`config.mk`:
```
export PLATFORM = sky130hd
export DESIGN_NAME = romulus_block_ctrl
export DESIGN_NICKNAME = d
export VERILOG_FILES = /design/src/rtl/romulus_pkg.sv /design/src/rtl/romulus_rc_lfsr.sv /design/src/rtl/romulus_block_ctrl.sv
export SDC_FILE = /design/constraint.sdc
export NUM_CORES = 1
export LEC_CHECK = 0
export CORE_MARGIN = 3
export CORE_UTILIZATION = 30
export CTS_CLUSTER_SIZE = 28
export DETAILED_ROUTE_END_ITERATION = 6
export SYNTH_ARGS = -nofsm -noshare
export SYNTH_HDL_FRONTEND = slang
export SYNTH_SLANG_ARGS = --single-unit
```
`constraint.sdc`:
```
create_clock -name clk -period 4.8 [get_ports clk]
set_clock_uncertainty 0.2 [all_clocks]
set_input_delay 0.96 -clock clk [delete_from_list [all_inputs] [get_ports clk]]
set_output_delay 0.96 -clock clk [all_outputs]
set_load 0.005 [all_outputs]
```
`src/rtl/romulus_pkg.sv`:
```
// Shared definitions for the Romulus/SKINNY-128-384 block controller.
// Holds the FSM state encoding, block geometry and the round-constant LFSR step.
package romulus_pkg;

    localparam int ROUNDS     = 56;
    localparam int RPC        = 2;
    localparam int WORDS      = 4;
    localparam int RUN_CYCLES = ROUNDS / RPC;

    localparam logic [5:0] RC_INIT = 6'h00;

    typedef enum logic [2:0] {
        IDLE,
        LD_S,
        LD_Y,
        LD_X,
        RUN,
        REVERT,
        OUT
    } state_e;

    // One SKINNY round-constant LFSR step.
    function automatic logic [5:0] rc_step(input logic [5:0] rc);
        return {rc[4:0], rc[5] ^ rc[4] ^ 1'b1};
    endfunction

endpackage

```
`src/rtl/romulus_rc_lfsr.sv`:
```
// Round-constant generator producing two SKINNY LFSR steps per clock.
// Ports: clk_i, rst_ni (sync, active-low), clr_i, en_i -> rc1_o, rc2_o.
module romulus_rc_lfsr
    import romulus_pkg::*;
(
    input  logic       clk_i,
    input  logic       rst_ni,
    input  logic       clr_i,
    input  logic       en_i,
    output logic [5:0] rc1_o,
    output logic [5:0] rc2_o
);

    logic [5:0] rc_q;
    logic [5:0] rc_d;

    assign rc1_o = rc_step(rc_q);
    assign rc2_o = rc_step(rc1_o);

    always_comb begin
        rc_d = rc_q;
        if (clr_i) begin
            rc_d = RC_INIT;
        end else if (en_i) begin
            rc_d = rc2_o;
        end
    end

    always_ff @(posedge clk_i) begin
        if (!rst_ni) begin
            rc_q <= RC_INIT;
        end else begin
            rc_q <= rc_d;
        end
    end

endmodule

```
`src/rtl/romulus_block_ctrl.sv`:
```
// Block sequencer for the serial Romulus/SKINNY-128-384 datapath: load, run, revert, output.
// Ports: cmd_* command handshake, pdi/sdi/pdo word handshakes, S/X/Y/Z register controls, constants.
module romulus_block_ctrl
    import romulus_pkg::*;
(
    input  logic       clk,
    input  logic       rst,
    input  logic       cmd_valid,
    output logic       cmd_ready,
    input  logic       cmd_key,
    input  logic       cmd_tky,
    input  logic       cmd_first,
    input  logic [3:0] cmd_decrypt,
    input  logic [7:0] cmd_domain,
    input  logic       cmd_tk1s,
    input  logic       pdi_valid,
    output logic       pdi_ready,
    input  logic       sdi_valid,
    output logic       sdi_ready,
    output logic       pdo_valid,
    input  logic       pdo_ready,
    output logic       srst,
    output logic       senc,
    output logic       sse,
    output logic       xrst,
    output logic       xenc,
    output logic       xse,
    output logic       yrst,
    output logic       yenc,
    output logic       yse,
    output logic       zrst,
    output logic       zenc,
    output logic       zse,
    output logic       erst,
    output logic       correct_cnt,
    output logic [5:0] constant,
    output logic [5:0] constant2,
    output logic [3:0] decrypt,
    output logic [7:0] domain,
    output logic       tk1s,
    output logic       done
);

    localparam logic [1:0] W_LAST = 2'(WORDS - 1);
    localparam logic [4:0] R_LAST = 5'(RUN_CYCLES - 1);

    state_e     state_q, state_d;
    logic [1:0] wcnt_q, wcnt_d;
    logic [4:0] rcnt_q, rcnt_d;
    logic       clr_q, clr_d;
    logic       xrst_q, xrst_d;
    logic       zrst_q, zrst_d;
    logic       key_q, key_d;
    logic       tky_q, tky_d;
    logic [3:0] dec_q, dec_d;
    logic [7:0] dom_q, dom_d;
    logic       tk1s_q, tk1s_d;
    logic       rc_clr, rc_en;
    logic [5:0] rc1, rc2;

    romulus_rc_lfsr u_rc (
        .clk_i  (clk),
        .rst_ni (rst),
        .clr_i  (rc_clr),
        .en_i   (rc_en),
        .rc1_o  (rc1),
        .rc2_o  (rc2)
    );

    assign srst      = clr_q;
    assign xrst      = xrst_q;
    assign yrst      = 1'b0;
    assign zrst      = zrst_q;
    assign erst      = zrst_q;
    assign decrypt   = dec_q;
    assign domain    = dom_q;
    assign tk1s      = tk1s_q;
    assign constant  = (state_q == RUN) ? rc1 : 6'h00;
    assign constant2 = (state_q == RUN) ? rc2 : 6'h00;

    always_comb begin
        state_d     = state_q;
        wcnt_d      = wcnt_q;
        rcnt_d      = rcnt_q;
        clr_d       = 1'b0;
        xrst_d      = 1'b0;
        zrst_d      = 1'b0;
        key_d       = key_q;
        tky_d       = tky_q;
        dec_d       = dec_q;
        dom_d       = dom_q;
        tk1s_d      = tk1s_q;
        rc_en       = 1'b0;
        cmd_ready   = 1'b0;
        pdi_ready   = 1'b0;
        sdi_ready   = 1'b0;
        pdo_valid   = 1'b0;
        senc        = 1'b0;
        sse         = 1'b0;
        xenc        = 1'b0;
        xse         = 1'b0;
        yenc        = 1'b0;
        yse         = 1'b0;
        zenc        = 1'b0;
        zse         = 1'b0;
        correct_cnt = 1'b0;
        done        = 1'b0;
        unique case (state_q)
            IDLE: begin
                cmd_ready = 1'b1;
                if (cmd_valid) begin
                    clr_d   = 1'b1;
                    xrst_d  = cmd_key;
                    zrst_d  = cmd_first;
                    key_d   = cmd_key;
                    tky_d   = cmd_tky;
                    dec_d   = cmd_decrypt;
                    dom_d   = cmd_domain;
                    tk1s_d  = cmd_tk1s;
                    wcnt_d  = '0;
                    state_d = LD_S;
                end
            end
            LD_S: begin
                // The clear pulse owns the first LD_S cycle.
                pdi_ready = pdi_valid & ~clr_q;
                sse       = pdi_ready;
                if (pdi_ready) begin
                    wcnt_d = wcnt_q + 2'd1;
                    if (wcnt_q == W_LAST) begin
                        state_d = tky_q ? LD_Y : (key_q ? LD_X : RUN);
                    end
                end
            end
            LD_Y: begin
                pdi_ready = pdi_valid;
                yse       = pdi_ready;
                if (pdi_ready) begin
                    wcnt_d = wcnt_q + 2'd1;
                    if (wcnt_q == W_LAST) begin
                        state_d = key_q ? LD_X : RUN;
                    end
                end
            end
            LD_X: begin
                sdi_ready = sdi_valid;
                xse       = sdi_ready;
                if (sdi_ready) begin
                    wcnt_d = wcnt_q + 2'd1;
                    if (wcnt_q == W_LAST) begin
                        state_d = RUN;
                    end
                end
            end
            RUN: begin
                senc   = 1'b1;
                xenc   = 1'b1;
                yenc   = 1'b1;
                zenc   = 1'b1;
                rc_en  = 1'b1;
                rcnt_d = rcnt_q + 5'd1;
                if (rcnt_q == R_LAST) begin
                    state_d = REVERT;
                end
            end
            REVERT: begin
                xenc        = 1'b1;
                xse         = 1'b1;
                yenc        = 1'b1;
                yse         = 1'b1;
                zenc        = 1'b1;
                zse         = 1'b1;
                correct_cnt = 1'b1;
                wcnt_d      = '0;
                state_d     = OUT;
            end
            OUT: begin
                pdo_valid = 1'b1;
                sse       = pdo_ready;
                if (pdo_ready) begin
                    wcnt_d = wcnt_q + 2'd1;
                    if (wcnt_q == W_LAST) begin
                        done    = 1'b1;
                        state_d = IDLE;
                    end
                end
            end
            default: state_d = IDLE;
        endcase
        rc_clr = (state_d == RUN) && (state_q != RUN);
        if (rc_clr) begin
            rcnt_d = '0;
        end
    end

    always_ff @(posedge clk) begin
        if (!rst) begin
            state_q <= IDLE;
            wcnt_q  <= '0;
            rcnt_q  <= '0;
            clr_q   <= 1'b0;
            xrst_q  <= 1'b0;
            zrst_q  <= 1'b0;
            key_q   <= 1'b0;
            tky_q   <= 1'b0;
            dec_q   <= '0;
            dom_q   <= '0;
            tk1s_q  <= 1'b0;
        end else begin
            state_q <= state_d;
            wcnt_q  <= wcnt_d;
            rcnt_q  <= rcnt_d;
            clr_q   <= clr_d;
            xrst_q  <= xrst_d;
            zrst_q  <= zrst_d;
            key_q   <= key_d;
            tky_q   <= tky_d;
            dec_q   <= dec_d;
            dom_q   <= dom_d;
            tk1s_q  <= tk1s_d;
        end
    end

endmodule
```
==> results.md <==
* Setup WS post-layout at 1.17 ns
* Fin Setup TNS at 0 ns
* Critical path arrival at 2.47 ns
* Slew HR at 53.2%
* Vias at 1633
* CP Data Required Time at 3.64 ns
* HP Class: reg2reg
* Post-CTS Resized at 0
* Switch Pwr at 0.000148 W
* Core Rows at 28
* #FFs+latches synth at 34
* Die height at 86.5 um
* Crit path largest cell delay at 0.74 ns
* CP bufs+invs at 1
* Clk_lat worst skew at 0.28 ns
* Diodes inserted at 0
* # IOs at 66
* Final ANT Viol Nets at 0
* Largest net degree at the start of global routing at 22
* Worst setup SP type: flop
* DRC at 0
* Pre-CTS WS at 1.18 ns
* RSZ-0062 raised after global routing: false
* Number of max-cap violations at 0
* Die ar. at 7480 um^2
* Clock power share at 39.7%
* Status: completed
* 1st-iter DRT viols at 37
* Min Tclk post-route at 3.63 ns
* Gr usage total at 12.2%
* Wirelength, routed at 4.37 mm
* Most common cell after layout, fill and taps aside: clkdlybuf4s50_1
* Most frequent cells in the layout: 64 x clkdlybuf4s50_1, 39 x nand2_1, 34 x dfxtp_1
* Die W at 86.5 um
* TritonCTS Buffers at 5
* Sequential fraction of the synthesis area at 35.0%
* Layout cell share with drive strength beyond 1 at 9.33%
* Seq pwr share at 47.0%
* Pwr dens at 247 nW/um^2
* Post-CTS Setup Inserts at 0
* Crit Path Max Fanout at 19
* Routability cong. at 0.765
* Nets@finish at 292
* Slew @ Worst Pin at 0.701 ns
* Final hold vios at 0
* Avg WL per Cell at 12.8 um
* Clk slew on worst S/H paths at 0.07 ns
* Antenna violations before repair at 0
* Filler cells at 630
* Leak at 0.917 nW
* Synthesized Nets at 245
* WHS at 0.252 ns
* Peak Freq at 275 MHz
* Layout area overhead at 34.4%
* Clk root buf: clkbuf_8
* Worst path top cell family by delay: simple AND/OR/NAND/NOR gates
* Distinct cells, synth at 47
* Clock buffer depth at 2
* CTS tree: built
* Yosys warnings at 0
* Slew Viols, Final at 0
* Critical path type: reg2out
* CP max-delay cell: dfxtp_1
* Comb pwr share at 13.2%
* Fin crit share at 75.7%
* Core Region at 6100 um^2
* Worst path cell trace: nor3b_4 > and2_1 > clkdlybuf4s50_1
* Number of hold buffers added after cts at 0
* Max VDD drop at 0.194 mV
* Number of buffers added on ports at 64
* Grt ovf at 0
* Syn Area/Cell at 8.83 um^2
* First-pass GRT wire length at 7.33 mm
* Hpwl dp at 3.17 mm
* Initial Util at 31.9%
* Final core occ at 42.8%
* TritonCTS sink count at 34
* Vias/cell at 4.76
* Vias in the first global route at 1581
* Cells after synthesis at 220
* Initial DRT Pass Iterations at 4
* Internal Dissipation at 0.000497 W
* Final setup fails at 0
* CTS H-tree depth at 2
* Mapped cell area at 1940 um^2
* Crit end category: output pin
* Sw Share at 22.9%
==> metrics by stage <==
step / std cells / cell area (um^2) / power [W]
6_report: 343 / 2610 / 0.000645
5_1_grt: 343 / 2610 / 0.000681
4_1_cts: 343 / 2610 / 0.000654
3_5_place_dp: 335 / 2500 / 0.000396
3_3_place_gp: 335 / 2500 / 0.000396
2_1_floorplan: 220 / 1940 / 0.000351
==> final timing paths <==
kind / start / endpoint / slack [ns] / depth (start not counted)
worst max-delay path: state_q[2] / constant2[1] / 1.17 / 3
worst min-delay path: decrypt[2] / decrypt[2] / 0.25 / 2
worst max register to register: state_q[0] / rcnt_q[4] / 2.42 / 4
worst min register to register: decrypt[2] / decrypt[2] / 0.25 / 2
==> cells in the mapped netlist, drive strengths merged <==
library cell,instances,area (um^2)
a211oi,1,7.51
a21oi,19,95.1
a221oi,1,8.76
a311oi,9,104
a31oi,2,12.5
and2,9,56.3
and2b,4,30.0
and3,3,18.8
and4b,1,10.0
and4bb,1,12.5
buf,21,169
clkbuf,5,18.8
clkinv,1,3.75
conb,1,3.75
dfxtp,34,681
ha,3,37.5
inv,6,22.5
mux2,2,22.5
mux2i,10,100
nand2,39,146
nand2b,5,31.3
nand3,3,15.0
nand3b,1,7.51
nand4,1,6.26
nor2,2,7.51
nor2b,4,25.0
nor3,1,10.0
nor3b,2,31.3
nor4,1,12.5
nor4b,1,15.0
o2111ai,1,8.76
o211ai,2,15.0
o21ai,7,42.5
o2bb2ai,1,8.76
o311a,1,10.0
o311ai,1,26.3
o31ai,3,22.5
or2,2,12.5
or3,1,6.26
or4,1,7.51
xnor2,6,52.6
xor2,1,8.76
==> flip-flops by register name, indices dropped and copies added (netlist names) <==
| name | cells |
|---|---|
| tk1s | 1 |
| decrypt | 4 |
| erst | 1 |
| srst | 1 |
| xrst | 1 |
| rcnt_q | 5 |
| domain | 8 |
| wcnt_q | 2 |
| key_q | 1 |
| tky_q | 1 |
| state_q | 3 |
| u_rc.rc_q | 6 |
==> layout make-up <==
class / instances / area, um^2 / area share (%)
clock buffer: 7 / 76.3 / 2.92
timing repair buffer: 66 / 656 / 25.1
multi-input combinational: 153 / 1050 / 40.2
clock inverter: 1 / 30.0 / 1.15
sequential: 34 / 681 / 26.1
tap: 75 / 93.8 / 3.59
inverter: 7 / 26.3 / 1.01
==> logic make-up (layout without fill, tap and decap cells) <==
group           count (synthesis)  count (layout)  synth area share [%]
compound gates                 48              48                  18.6
xor+xnor                        7               7                  3.16
fa+ha+maj                       3               3                  1.93
buf+inv                        33              81                  11.0
flops                          34              34                  35.0
mux                            12              12                  6.31
other cells                     1               1                 0.193
simple gates                   82              82                  23.8
==> worst register-to-register path, delay by kind of cell, from the launching register on <==
kind             cells  cell delay [ns]
AO/OA/AOI/OAI        3             0.91
flip-flops           1             0.77
AND/OR/NAND/NOR      1             0.34
==> power by group through the flow <==
stage / logic (W) / registers (W) / clock network [W]
floorplan: 0.0000455 / 0.000306 / 0
global placement: 0.0000859 / 0.000310 / 0
detailed placement: 0.0000862 / 0.000310 / 0
CTS: 0.0000867 / 0.000303 / 0.000264
global route: 0.0000948 / 0.000305 / 0.000282
finish: 0.0000853 / 0.000303 / 0.000256
==> routing by layer <==
metal | vias to the layer above | routed length, um | track usage [%]
met3 | 4 | 442 | 5.51
met2 | 56 | 1850 | 18.2
li1 | 849 | - | -
met4 | 0 | 32 | 3.40
met5 | - | 0 | 0
met1 | 724 | 2050 | 15.8
Note: power is estimated with default switching activity, not from simulation.
